===== config.mk =====
export PLATFORM = sky130hd
export DESIGN_NAME = commit_stage_reg
export DESIGN_NICKNAME = d
export VERILOG_FILES = /design/src/rtl/commit_stage_reg.sv
export SDC_FILE = /design/constraint.sdc
export NUM_CORES = 1
export LEC_CHECK = 0
export BUFFER_PORTS_ARGS = -buffer_cell sky130_fd_sc_hd__buf_2
export CAP_MARGIN = 20
export CORE_MARGIN = 1
export CORE_UTILIZATION = 25
export CTS_BUF_LIST = sky130_fd_sc_hd__clkbuf_2 sky130_fd_sc_hd__clkbuf_4 sky130_fd_sc_hd__clkbuf_8
export CTS_CLUSTER_DIAMETER = 120
export DETAILED_ROUTE_END_ITERATION = 16
export GPL_TIMING_DRIVEN = 0
export PLACE_DENSITY = 0.5
export SLEW_MARGIN = 20
export SYNTH_ARGS = -nofsm -noshare
export SYNTH_HDL_FRONTEND = slang
export SYNTH_SLANG_ARGS = --single-unit

===== constraint.sdc =====
create_clock -name clk -period 6.66 [get_ports clk]
set_input_delay 0.666 -clock clk [delete_from_list [all_inputs] [get_ports clk]]
set_output_delay 0.666 -clock clk [all_outputs]
set_load 0.03 [all_outputs]

===== src/rtl/commit_stage_reg.sv =====
// commit_stage_reg: pipeline register for the commit-trace bundle
// (commit flag, pre-PC, instruction, PC) carrying up to LANES retiring
// instructions per beat. Valid/ready handshake, optional two-entry skid
// buffer, synchronous flush and a running count of committed lanes.
`timescale 1ns/1ps
module commit_stage_reg #(
    parameter int XLEN  = 64,
    parameter int ILEN  = 32,
    parameter int LANES = 1,
    parameter int SKID  = 1
) (
    input  logic                  clk,
    input  logic                  rst,
    input  logic                  flush,
    input  logic                  in_valid,
    output logic                  in_ready,
    input  logic [LANES-1:0]      in_commit,
    input  logic [LANES*XLEN-1:0] in_pre_pc,
    input  logic [LANES*ILEN-1:0] in_instr,
    input  logic [LANES*XLEN-1:0] in_pc,
    output logic                  out_valid,
    input  logic                  out_ready,
    output logic [LANES-1:0]      out_commit,
    output logic [LANES*XLEN-1:0] out_pre_pc,
    output logic [LANES*ILEN-1:0] out_instr,
    output logic [LANES*XLEN-1:0] out_pc,
    output logic [63:0]           commit_cnt
);

    typedef enum logic [1:0] {
        ST_EMPTY = 2'd0,
        ST_ONE   = 2'd1,
        ST_FULL  = 2'd2
    } state_t;

    state_t                r_state;
    state_t                w_state_nxt;
    logic                  w_accept;
    logic                  w_deliver;
    logic                  w_load_main_in;
    logic                  w_load_main_skid;
    logic                  w_load_skid;

    logic [LANES-1:0]      r_main_commit;
    logic [LANES*XLEN-1:0] r_main_pre_pc;
    logic [LANES*ILEN-1:0] r_main_instr;
    logic [LANES*XLEN-1:0] r_main_pc;

    logic [LANES-1:0]      r_skid_commit;
    logic [LANES*XLEN-1:0] r_skid_pre_pc;
    logic [LANES*ILEN-1:0] r_skid_instr;
    logic [LANES*XLEN-1:0] r_skid_pc;

    logic [63:0]           r_commit_cnt;

    // Number of committed lanes in one beat, widened to counter size.
    function automatic logic [63:0] f_popcount(input logic [LANES-1:0] v);
        logic [63:0] n;
        n = '0;
        for (int i = 0; i < LANES; i++) begin
            n = n + 64'(v[i]);
        end
        return n;
    endfunction

    assign w_accept  = in_valid & in_ready & ~flush;
    assign w_deliver = out_valid & out_ready;

    // Main entry valid means a beat is presented; commit flags are masked
    // so an idle output never looks like a retirement.
    assign out_valid  = (r_state != ST_EMPTY);
    assign out_commit = r_main_commit & {LANES{out_valid}};
    assign out_pre_pc = r_main_pre_pc;
    assign out_instr  = r_main_instr;
    assign out_pc     = r_main_pc;
    assign commit_cnt = r_commit_cnt;

    // Ready: registered from next occupancy with the skid buffer (no path
    // from out_ready), combinational pass-through ready without it.
    generate
        if (SKID != 0) begin : g_skid_ready
            logic r_in_ready;
            // in_ready is high whenever the skid entry will be free next cycle
            always_ff @(posedge clk) begin
                if (!rst) r_in_ready <= 1'b1;
                else      r_in_ready <= (w_state_nxt != ST_FULL);
            end
            assign in_ready = r_in_ready;
        end else begin : g_comb_ready
            assign in_ready = ~out_valid | out_ready;
        end
    endgenerate

    // Occupancy state register
    always_ff @(posedge clk) begin
        if (!rst) r_state <= ST_EMPTY;
        else      r_state <= w_state_nxt;
    end

    // Next occupancy and entry load strobes; flush empties everything and
    // suppresses loads so the payload keeps its last value.
    always_comb begin
        w_state_nxt      = r_state;
        w_load_main_in   = 1'b0;
        w_load_main_skid = 1'b0;
        w_load_skid      = 1'b0;
        if (flush) begin
            w_state_nxt = ST_EMPTY;
        end else begin
            case (r_state)
                ST_EMPTY: begin
                    if (w_accept) begin
                        w_state_nxt    = ST_ONE;
                        w_load_main_in = 1'b1;
                    end
                end
                ST_ONE: begin
                    if (w_accept && w_deliver) begin
                        w_load_main_in = 1'b1;
                    end else if (w_accept) begin
                        w_state_nxt = ST_FULL;
                        w_load_skid = 1'b1;
                    end else if (w_deliver) begin
                        w_state_nxt = ST_EMPTY;
                    end
                end
                ST_FULL: begin
                    if (w_deliver) begin
                        w_state_nxt      = ST_ONE;
                        w_load_main_skid = 1'b1;
                    end
                end
                default: w_state_nxt = ST_EMPTY;
            endcase
        end
    end

    // Main entry payload: loaded from the input or promoted from skid
    always_ff @(posedge clk) begin
        if (!rst) begin
            r_main_commit <= '0;
            r_main_pre_pc <= '0;
            r_main_instr  <= '0;
            r_main_pc     <= '0;
        end else if (w_load_main_in) begin
            r_main_commit <= in_commit;
            r_main_pre_pc <= in_pre_pc;
            r_main_instr  <= in_instr;
            r_main_pc     <= in_pc;
        end else if (w_load_main_skid) begin
            r_main_commit <= r_skid_commit;
            r_main_pre_pc <= r_skid_pre_pc;
            r_main_instr  <= r_skid_instr;
            r_main_pc     <= r_skid_pc;
        end
    end

    // Skid entry payload: absorbs the beat accepted while main is stalled
    always_ff @(posedge clk) begin
        if (!rst) begin
            r_skid_commit <= '0;
            r_skid_pre_pc <= '0;
            r_skid_instr  <= '0;
            r_skid_pc     <= '0;
        end else if (w_load_skid) begin
            r_skid_commit <= in_commit;
            r_skid_pre_pc <= in_pre_pc;
            r_skid_instr  <= in_instr;
            r_skid_pc     <= in_pc;
        end
    end

    // Retired-lane counter: counts every delivered beat, flush or not
    always_ff @(posedge clk) begin
        if (!rst)           r_commit_cnt <= '0;
        else if (w_deliver) r_commit_cnt <= r_commit_cnt + f_popcount(out_commit);
    end

endmodule


==> results of run 1 <==
==> cell usage after synthesis, drive strengths merged <==
cell	count	area, um^2
or4	13	101.4
clkbuf	108	405.4
buf	30	131.4
ha	2	25.02
o2111ai	1	15.01
nor2b	1	6.260
o41ai	1	8.760
inv	9	33.78
o31ai	11	82.58
nand3b	1	7.510
xnor2	17	148.9
a21oi	194	970.9
nor4	11	75.07
nand3	18	90.09
nor2	203	762.0
o21ai	19	95.09
and2	5	31.28
xor2	12	105.1
clkinv	1	3.750
dfxtp	389	7787
or3	21	131.4
a211oi	161	1209
o211ai	1	7.510
nand4	26	168.9
nand2b	4	25.02
nor3	15	80.08
nand2	356	1336
o22ai	1	6.260
a31oi	1	6.260
o21bai	1	7.510
and3	7	43.79
and4	2	17.52
mux2i	165	1652
or2	2	12.51
nor4bb	1	10.01
==> kinds of logic after synthesis <==
kind of cell               count (synthesis)
and+or+nand+nor                          686
AOI/OAI and AO/OA                        391
DFF                                      389
muxes                                    165
buffers and inverters                    148
xor gates and xnor gates                  29
adders and majority gates                  2
==> worst paths after layout <==
check,cells past startpoint,slack [ns],startpoint,endpoint
setup reg to reg,11,3.48,r_state[1],commit_cnt[49]
hold reg to reg,2,0.45,r_skid_pc[38],r_skid_pc[38]
hold / removal,3,0.25,in_pc[40],r_skid_pc[40]
setup / recovery,11,3.48,r_state[1],commit_cnt[49]
==> layer usage <==
layer  track usage  vias to the layer above
met5             0                        -
met4       0.06840                       18
met3       0.05066                      103
met2        0.2805                      447
met1        0.2174                     7082
li1              -                     7275
==> through the flow <==
| step | hold WS [ns] | total power [mW] | cells | area [um^2] |
|---|---|---|---|---|
| finish | 0.2533 | 5.607 | 3183 | 20320 |
| global route | 0.1980 | 5.850 | 3180 | 20310 |
| CTS | 0.1721 | 5.698 | 3177 | 20300 |
| detailed placement | 0.4476 | 3.030 | 3041 | 18630 |
| global placement | 0.4410 | 3.024 | 3039 | 18610 |
| floorplan | 0.4360 | 2.796 | 1810 | 15600 |
==> registers in the layout, indices dropped and copies added (netlist names) <==
register	flops
commit_cnt	64
out_pc	64
out_pre_pc	64
r_skid_pc	64
r_skid_pre_pc	64
out_instr	32
r_skid_instr	32
r_state	2
in_ready	1
r_main_commit	1
r_skid_commit	1
==> power groups by stage <==
stage,combinational (mW),clock [mW],sequential [mW]
6_report,0.531,2.63,2.45
3_5_place_dp,0.532,0,2.50
5_1_grt,0.570,2.82,2.46
2_1_floorplan,0.170,0,2.63
3_3_place_gp,0.528,0,2.50
4_1_cts,0.535,2.71,2.45
==> area by class of cell <==
type                       instances  area, um^2  share of cell area
sequential                       389        7787              0.3833
multi-input combinational       1273        7244              0.3566
timing repair buffer             394        1972             0.09706
clock buffer                     119        1481             0.07292
tap                              837        1047             0.05155
buffer                           138       539.3             0.02654
clock inverter                    17       191.4            0.009423
inverter                          10       37.54            0.001848
antenna                            6       15.01           0.0007391
==> worst register-to-register path, cell delays in order (launching register included) <==
cell,delay (ns)
dfxtp_1,0.30
buf_2,0.19
or2_2,0.16
and2_1,0.16
ha_1,0.20
o2111ai_2,0.23
nor3_2,0.48
nand4_1,0.27
clkbuf_1,0.30
clkbuf_1,0.36
o31ai_1,0.32
a21oi_1,0.09
==> metrics.txt, run 1 <==
Post-Route Setup TNS=0 ns; largest net degree at the start of global routing=12; First DRT Iteration DRCs=832; # Max-Cap Violations=0; core box area=0.06171 mm^2; XOR/XNOR share of the synthesized area=0.01628; RePlAce Congestion=0.8051; Gate power share=0.095; post-DR vias/cell=4.689; Clock Latency Late Sink=0.66 ns; Layout Nets=2450; Mapped Area=0.01560 mm^2; first-pass GRT wire length=85860 um; Setup Viol. Count Final=0; post-CTS setup buffers=0; DRC Markers=0; CTS Buf Count=76; Die ar.=0.06340 mm^2; clock-pin slew on the worst setup and hold paths=0.06 ns; Int Power=4.105 mW; CP required=7.18 ns; CP Launch Type=flop; Switch Pwr=1.502 mW; CP Capture Type=flop; utilization after layout=0.3292; Mapped Nets=1978; Crit path largest cell delay=0.48 ns; CTS max path bufs=3; Worst Path Arrival=3.70 ns; antenna-violating nets left=0; TritonRoute pass-1 iters=5; Pleak=7.517 nW; outcome=complete, no violations; post-synthesis mux area share=0.1059; pre-CTS WS=2.938 ns; Final Cycle Share=0.4778; CTS resizes=0; worst path bufs/invs=3; Hold Vio Cnt, Final=0; TritonCTS clock tree=yes; compound-cell area share of the yosys netlist=0.1544; sequential fraction of the synthesis area=0.4992; max-slew violation count=0; clock skew=0.04058 ns; Reg power frac=0.437; worst slew pin tran=1.064 ns; IO Count=393; post-route setup slack=3.478 ns; Vias=14.93k; global router's overall resource usage=0.1739; hold_buf cts=0; Post-Synth Adder-Cell Area=0.001604; simple-gate share of the synthesized area=0.1858; Port Buffer Count=392; H-Tree Level Count=3; Mapped Avg Cell Area=8.619 um^2; worst rel slew slack=0.2906; share of cells above drive strength 1=0.2372; worst min-delay path class=input pin to flop; Max VDD drop=183.4 uV; critical-path maximum fanout=10; post-DR wirelength/cell=17.89 um; TritonCTS Sinks=389; yosys warns=0; delay-heaviest family, CP=simple AND/OR/NAND/NOR gates; Synth-to-Final Area Change=30.23%; WL met2=26410 um; highest metal used=met5; Vert. Die Dim=251.8 um; final WL=56950 um; M1 WL=24900 um; initial antenna violation count=16; Crit Path Class=flop to flop; cell repeated most along the worst path=clkbuf_1; post-synthesis register bit count=389; RSZ-0062 raised after global routing=no; commonest non-fill, non-tap cell in the layout=buf_2; clock root buffer=clkbuf_8; number of global-route vias before repair=14.82k; largest family of logic cells by synthesized area=simple AND/OR/NAND/NOR gates; gr ovfl total=0; Post-DP HPWL=40380 um; PwrDens=276.0 mW/mm^2; crit-path cells=buf_2 -> or2_2 -> and2_1 -> ha_1 -> o2111ai_2 -> nor3_2 -> nand4_1 -> clkbuf_1 -> clkbuf_1 -> o31ai_1 -> a21oi_1; row count=91; Tmin final=3.182 ns; Met3 Wirelength=4020 um; Syn Inst Count=1810; post-synthesis cell type count=41; Sw Ratio=0.2678; die width=251.8 um; Fmax achieved=314.2 MHz; number of filler cells placed in the layout=6587; starting density of the core=0.2528; Clk network pwr share=0.469; Critical Path Slowest Stage Cell=nor3_2; commonest cells after routing, fill and taps aside=409 x buf_2, 389 x dfxtp_1, 356 x nand2_1, 203 x nor2_1, 194 x a21oi_1
Note: power is estimated with default switching activity, not from simulation.
==> run 2, diff against run 1 <==
PLACE_DENSITY = 0.51   (was 0.5)
clock period = 2.65 ns   (was 6.66 ns; I/O delays follow)
==> run 2 against run 1 <==
Compared with the run above: total power grew to 2.5 times the previous value; cell area rose by 9.5%; routed wire length up 1.3%; critical path depth shrank 1; global-route usage rose by 0.17 points; cell count up 5.3%; via count rose by 4.0%; clock-buffer cell count decreased by 13; critical path type unchanged; critical endpoint is now commit_cnt[33]; largest cell class unchanged; largest power group unchanged.
==> metrics.txt, run 2 (synthesized netlist as in run 1, its figures left out) <==
outcome=complete, no violations; crit-path cells=buf_6 -> or2_4 -> and2_4 -> ha_4 -> buf_4 -> o2111ai_4 -> or3_4 -> or4_4 -> or3_4 -> a21oi_2; Hold Vio Cnt, Final=0 (unchanged); R2R Setup Slk=0.04 ns (-3.44 ns); DRC Markers=0 (unchanged); M1 WL=26090 um (+4.8%); RSZ-0062 raised after global routing=yes; CP Launch Type=flop; H-Tree Level Count=3 (unchanged); Max VDD drop=415.6 uV (+130%); first-pass GRT wire length=87290 um (+1.7%); starting density of the core=0.2528 (unchanged); Reg power frac=0.438 (about the same); post-DR wirelength/cell=17.21 um (-3.8%); Crit Path Class=flop to flop; Critical Path Slowest Stage Cell=or4_4; Sw Ratio=0.2640 (-0.003849); Hold Crit Endpoint=r_state[0]; Die ar.=0.06340 mm^2 (unchanged); Tmin final=2.607 ns (-0.5749 ns); CTS Buf Count=73 (-3.9%); Final Cycle Share=0.9839 (+0.5061); worst rel slew slack=0.2077 (-0.08292); Clock Latency Late Sink=0.65 ns (about the same); Switch Pwr=3.715 mW (+150%); CP Capture Type=flop; core box area=0.06171 mm^2 (unchanged); Vert. Die Dim=251.8 um (unchanged); Gate power share=0.109 (+0.014); Pleak=8.346 nW (+11%); CP required=3.23 ns (-3.95 ns); worst min-delay path class=input pin to flop; max-slew violation count=0 (unchanged); Post-DP HPWL=40290 um (-0.23%); clock skew=0.05120 ns (+0.01062 ns); row count=91 (unchanged); Setup Viol. Count Final=0 (unchanged); number of global-route vias before repair=15.36k (+3.7%); CTS max path bufs=3 (unchanged); hold path cells=4 (+1); Port Buffer Count=392 (unchanged); worst hold start=in_valid; PwrDens=632.6 mW/mm^2 (+130%); R2R depth=10 (-1); First DRT Iteration DRCs=759 (-8.8%); Tot Pwr=14.07 mW (+150%); critical-path maximum fanout=9 (-1); post-DR vias/cell=4.629 (-1.3%); gr ovfl total=0 (unchanged); Worst Path Arrival=3.19 ns (-0.51 ns); commonest cells after routing, fill and taps aside=410 x buf_2, 387 x dfxtp_1, 356 x nand2_1, 203 x nor2_1, 189 x a21oi_1; Met3 Wirelength=3576 um (-11%); Layout Nets=2635 (+7.6%); clock root buffer=clkbuf_8; largest net degree at the start of global routing=11 (-1); clock-pin slew on the worst setup and hold paths=0.05 ns (about the same); Synth-to-Final Area Change=42.59%; TritonRoute pass-1 iters=5 (unchanged); cell repeated most along the worst path=or3_4; delay-heaviest family, CP=simple AND/OR/NAND/NOR gates; final WL=57720 um (+1.3%); # Max-Cap Violations=0 (unchanged); global router's overall resource usage=0.1756 (+0.001736); Worst R2R End=commit_cnt[33]; IO Count=393 (unchanged); FF-to-FF Start=r_state[1]; share of cells above drive strength 1=0.2372 (about the same); worst slew pin tran=1.188 ns (+0.1244 ns); initial antenna violation count=4 (-12); Clk network pwr share=0.453 (-0.016); worst path bufs/invs=2 (-1); utilization after layout=0.3604 (+0.03124); TritonCTS clock tree=yes; Fmax achieved=383.5 MHz (+22%); antenna-violating nets left=0 (unchanged); RePlAce Congestion=0.7964 (-1.1%); Int Power=10.36 mW (+150%); commonest non-fill, non-tap cell in the layout=buf_2; highest metal used=met5; Vias=15.52k (+4.0%); Crit path largest cell delay=0.59 ns (+0.11 ns); TritonCTS Sinks=389 (unchanged); die width=251.8 um (unchanged); WL met2=26790 um (+1.4%)
-- run 2: cell count changes in the layout (fill, tap and decap cells not counted), moves of 4 or more --
cell / change
dlygate4sd3_1: +165
buf_6: +5
a21oi_1: -5
clkbuf_2: +5
buf_4: +21
clkbuf_4: -13
a21oi_2: +5
clkbuf_1: -11
inv_6: -4
-- run 2: repair_timing --
item	in CTS	in global routing
hold buffers	165	0
endpoints found under the hold margin	329	0
buffers inserted	5	19
setup endpoints to repair	239	180
pin swaps	3	15
cloned	0	1
gates resized for setup	10	42
-- run 2: area by class of cell --
class                   instances  area [um^2]
flip-flops and latches        389         7792
diodes                          3        7.507
plain buffers                 136        566.8
clock inverters                15        195.2
clock buffers                 106         1390
fillers                      6494        39470
well taps                     837         1047
inverters                      10        37.54
repair buffers                584         3832
multi-input cells            1273         7375
-- run 2: per-layer routing --
metal,GRT usage,vias up
met2,0.2837,449
met5,0,-
met4,0.05766,2
met3,0.04632,87
li1,-,7626
met1,0.2263,7356
-- run 2: power groups by stage --
stage	clock [mW]	combinational [mW]	sequential (mW)
after floorplan	0	0.427	6.60
after global placement	0	1.32	6.28
after detailed placement	0	1.34	6.28
after CTS	6.58	1.54	6.16
after global routing	6.84	1.65	6.17
final	6.38	1.54	6.16
-- run 2: worst max path at each step --
stage / from / to / slack, ns / depth (start not counted)
floorplan: r_state[1] / commit_cnt[33] / 0.02 / 10
global placement: out_ready / r_skid_pre_pc[57] / -1.86 / 7
detailed placement: out_ready / r_skid_pre_pc[60] / -0.58 / 8
CTS: r_state[1] / commit_cnt[56] / 0.008 / 11
global route: r_state[1] / commit_cnt[57] / -0.03 / 12
finish: r_state[1] / commit_cnt[33] / 0.04 / 10
-- run 2: worst min-delay path, delay by kind of cell --
kind            cells  cell delay (ns)
compound gates      2             0.21
buf+inv             1             0.11
simple gates        1             0.13
-- run 2: stage by stage --
step,setup TNS [ns],setup slack (ns),hold slack (ns),cell area [um^2],instances
3_3_place_gp,-274.00,-1.856,0.4407,18650,3039
4_1_cts,0,0.007830,0.07125,21970,3331
6_report,0,0.04259,0.1415,22240,3353
2_1_floorplan,0,0.02018,0.3570,15640,1810
3_5_place_dp,-99.78,-0.5834,0.4461,18670,3041
5_1_grt,-0.1955,-0.02879,0.1362,22240,3352
==> run 3, diff against run 2 <==
PLACE_DENSITY = 0.5   (was 0.51)
clock period = 3.36 ns   (was 2.65 ns; I/O delays follow)
==> run 3 against run 2 <==
Compared with the run above: hold slack got worse by 0.051 ns; critical endpoint is now commit_cnt[56]; setup slack improved by 0.25 ns; critical path type unchanged; clock-buffer cell count rose by 13; via count barely moved; maximum frequency fell by 15%; largest cell class unchanged; highest routed layer is now met4; first-iteration DRC count rose by 10%; cell count fell by 0.30%.
==> metrics.txt, run 3 (synthesized netlist as in run 1, its figures left out) <==
post-DR vias/cell=4.645 (+0.35%); Sw Ratio=0.2679 (+0.003899); Int Power=8.261 mW (-20%); post-DR wirelength/cell=17.28 um (+0.38%); RSZ-0062 raised after global routing=no; Vias=15.53k (+0.052%); worst min-delay path class=input pin to flop; first-pass GRT wire length=87800 um (+0.59%); Max VDD drop=357.1 uV (-14%); Tot Pwr=11.28 mW (-20%); gr ovfl total=0 (unchanged); First DRT Iteration DRCs=837 (+10%); share of cells above drive strength 1=0.2221 (-0.01503); Setup Viol. Count Final=0 (unchanged); Clock Latency Late Sink=0.66 ns (about the same); Vert. Die Dim=251.8 um (unchanged); CTS Buf Count=76 (+4.1%); IO Count=393 (unchanged); Crit. Startpoint=r_state[1]; Fmax achieved=326.0 MHz (-15%); Die ar.=0.06340 mm^2 (unchanged); core box area=0.06171 mm^2 (unchanged); PwrDens=514.1 mW/mm^2 (-19%); Synth-to-Final Area Change=40.69%; Pleak=8.218 nW (-1.5%); final WL=57770 um (about the same); TritonCTS clock tree=yes; row count=91 (unchanged); DP Area=0.01863 mm^2 (-0.23%); CP Capture Type=flop; H-Tree Level Count=3 (unchanged); Reg power frac=0.430 (-0.008); number of global-route vias before repair=15.56k (+1.3%); outcome=complete, no violations; Final Cycle Share=0.9129 (-0.07103); largest net degree at the start of global routing=12 (+1); worst slew pin tran=1.064 ns (-0.1241 ns); RePlAce Congestion=0.8051 (+1.1%); clock-pin slew on the worst setup and hold paths=0.06 ns (about the same); starting density of the core=0.2528 (unchanged); commonest non-fill, non-tap cell in the layout=buf_2; worst rel slew slack=0.2904 (+0.08273); dpl cells=3041 (unchanged); die width=251.8 um (unchanged); Gate power share=0.107 (-0.002); Post-DP HPWL=40380 um (+0.23%); antenna-violating nets left=0 (unchanged); max-slew violation count=0 (unchanged); Clk network pwr share=0.463 (+0.010); Port Buffer Count=392 (unchanged); CP required=3.94 ns (+0.71 ns); CTS max path bufs=3 (unchanged); Hold Vio Cnt, Final=0 (unchanged); clock root buffer=clkbuf_8; initial antenna violation count=4 (unchanged); TritonCTS Sinks=389 (unchanged); Switch Pwr=3.022 mW (-19%); clock skew=0.04409 ns (-0.007107 ns); # Max-Cap Violations=0 (unchanged); CP Launch Type=flop; Tmin final=3.067 ns (+0.4599 ns); Non-Filler Instances=3343 (-0.30%); critical-path maximum fanout=10 (+1); Layout Nets=2613 (-0.83%); utilization after layout=0.3556 (-0.004805); Worst Path Arrival=3.65 ns (+0.46 ns); worst hold start=flush; Final Instance Area=0.02195 mm^2 (-1.3%); commonest cells after routing, fill and taps aside=409 x buf_2, 389 x dfxtp_1, 356 x nand2_1, 203 x nor2_1, 194 x a21oi_1; global router's overall resource usage=0.1764 (+0.0007573); Crit Path Class=flop to flop; DRC Markers=0 (unchanged); TritonRoute pass-1 iters=5 (unchanged); FF-to-FF Start=r_state[1]
-- run 3: cell types whose count changed in the layout (fill, tap and decap cells not counted), moves of 4 or more --
cell,delta
clkbuf_4,+13
buf_4,-21
buf_6,-5
a21oi_1,+5
clkbuf_2,-4
a21oi_2,-5
inv_6,+4
clkbuf_1,+10
-- run 3: worst max-delay path, stage by stage, from the launching register on --
cell and delay, ns:
dfxtp_1 0.30, buf_2 0.19, or2_2 0.16, and2_1 0.16
ha_1 0.20, ha_1 0.16, o211ai_1 0.27, nor4_1 0.38
buf_2 0.31, nand4_1 0.27, or4_1 0.47, a21oi_1 0.14
-- run 3: final cells by class --
type                    instances  area (um^2)
clock buffers                 119         1481
fillers                      6477        39760
clock inverters                17        191.4
inverters                      10        37.54
plain buffers                 138        540.5
flip-flops and latches        389         7787
repair buffers                557         3603
diodes                          3        7.507
well taps                     837         1047
multi-input cells            1273         7251
-- run 3: power groups by stage --
stage | Sequential, mW | Clock (mW) | Combinational (mW)
final | 4.85 | 5.22 | 1.21
after global routing | 4.87 | 5.59 | 1.30
after CTS | 4.85 | 5.38 | 1.22
after detailed placement | 4.95 | 0 | 1.06
after global placement | 4.95 | 0 | 1.05
after floorplan | 5.21 | 0 | 0.336
-- run 3: worst paths after layout --
| kind | slack [ns] | to | cells after the start |
|---|---|---|---|
| min reg2reg | 0.45 | r_skid_pc[23] | 2 |
| max | 0.29 | commit_cnt[56] | 11 |
| min | 0.09 | r_state[0] | 3 |
| max reg2reg | 0.29 | commit_cnt[56] | 11 |
-- run 3: timing repair --
action | 4_1_cts | 5_1_grt
endpoints found under the hold margin | 325 | 0
gates resized for setup | 0 | 4
endpoints found under the setup margin | 0 | 13
hold buffers | 163 | 0
buffers inserted | 0 | 0
-- run 3: per-layer routing --
| layer | part of all wire | up-vias | global-route usage |
|---|---|---|---|
| li1 | - | 7591 | - |
| met1 | 0.44 | 7395 | 0.2211 |
| met2 | 0.46 | 446 | 0.2859 |
| met3 | 0.064 | 96 | 0.04591 |
| met4 | 0.029 | 0 | 0.07394 |
| met5 | 0 | - | 0 |
-- run 3: stage by stage --
step | setup TNS, ns | hold slack (ns) | setup slack [ns]
3_5_place_dp | -0.07368 | 0.4476 | -0.03200
2_1_floorplan | 0 | 0.4280 | 0.3479
3_3_place_gp | -87.13 | 0.4410 | -1.029
4_1_cts | 0 | 0.01172 | 0.03421
5_1_grt | 0 | 0.07992 | 0.005817
6_report | 0 | 0.09041 | 0.2926
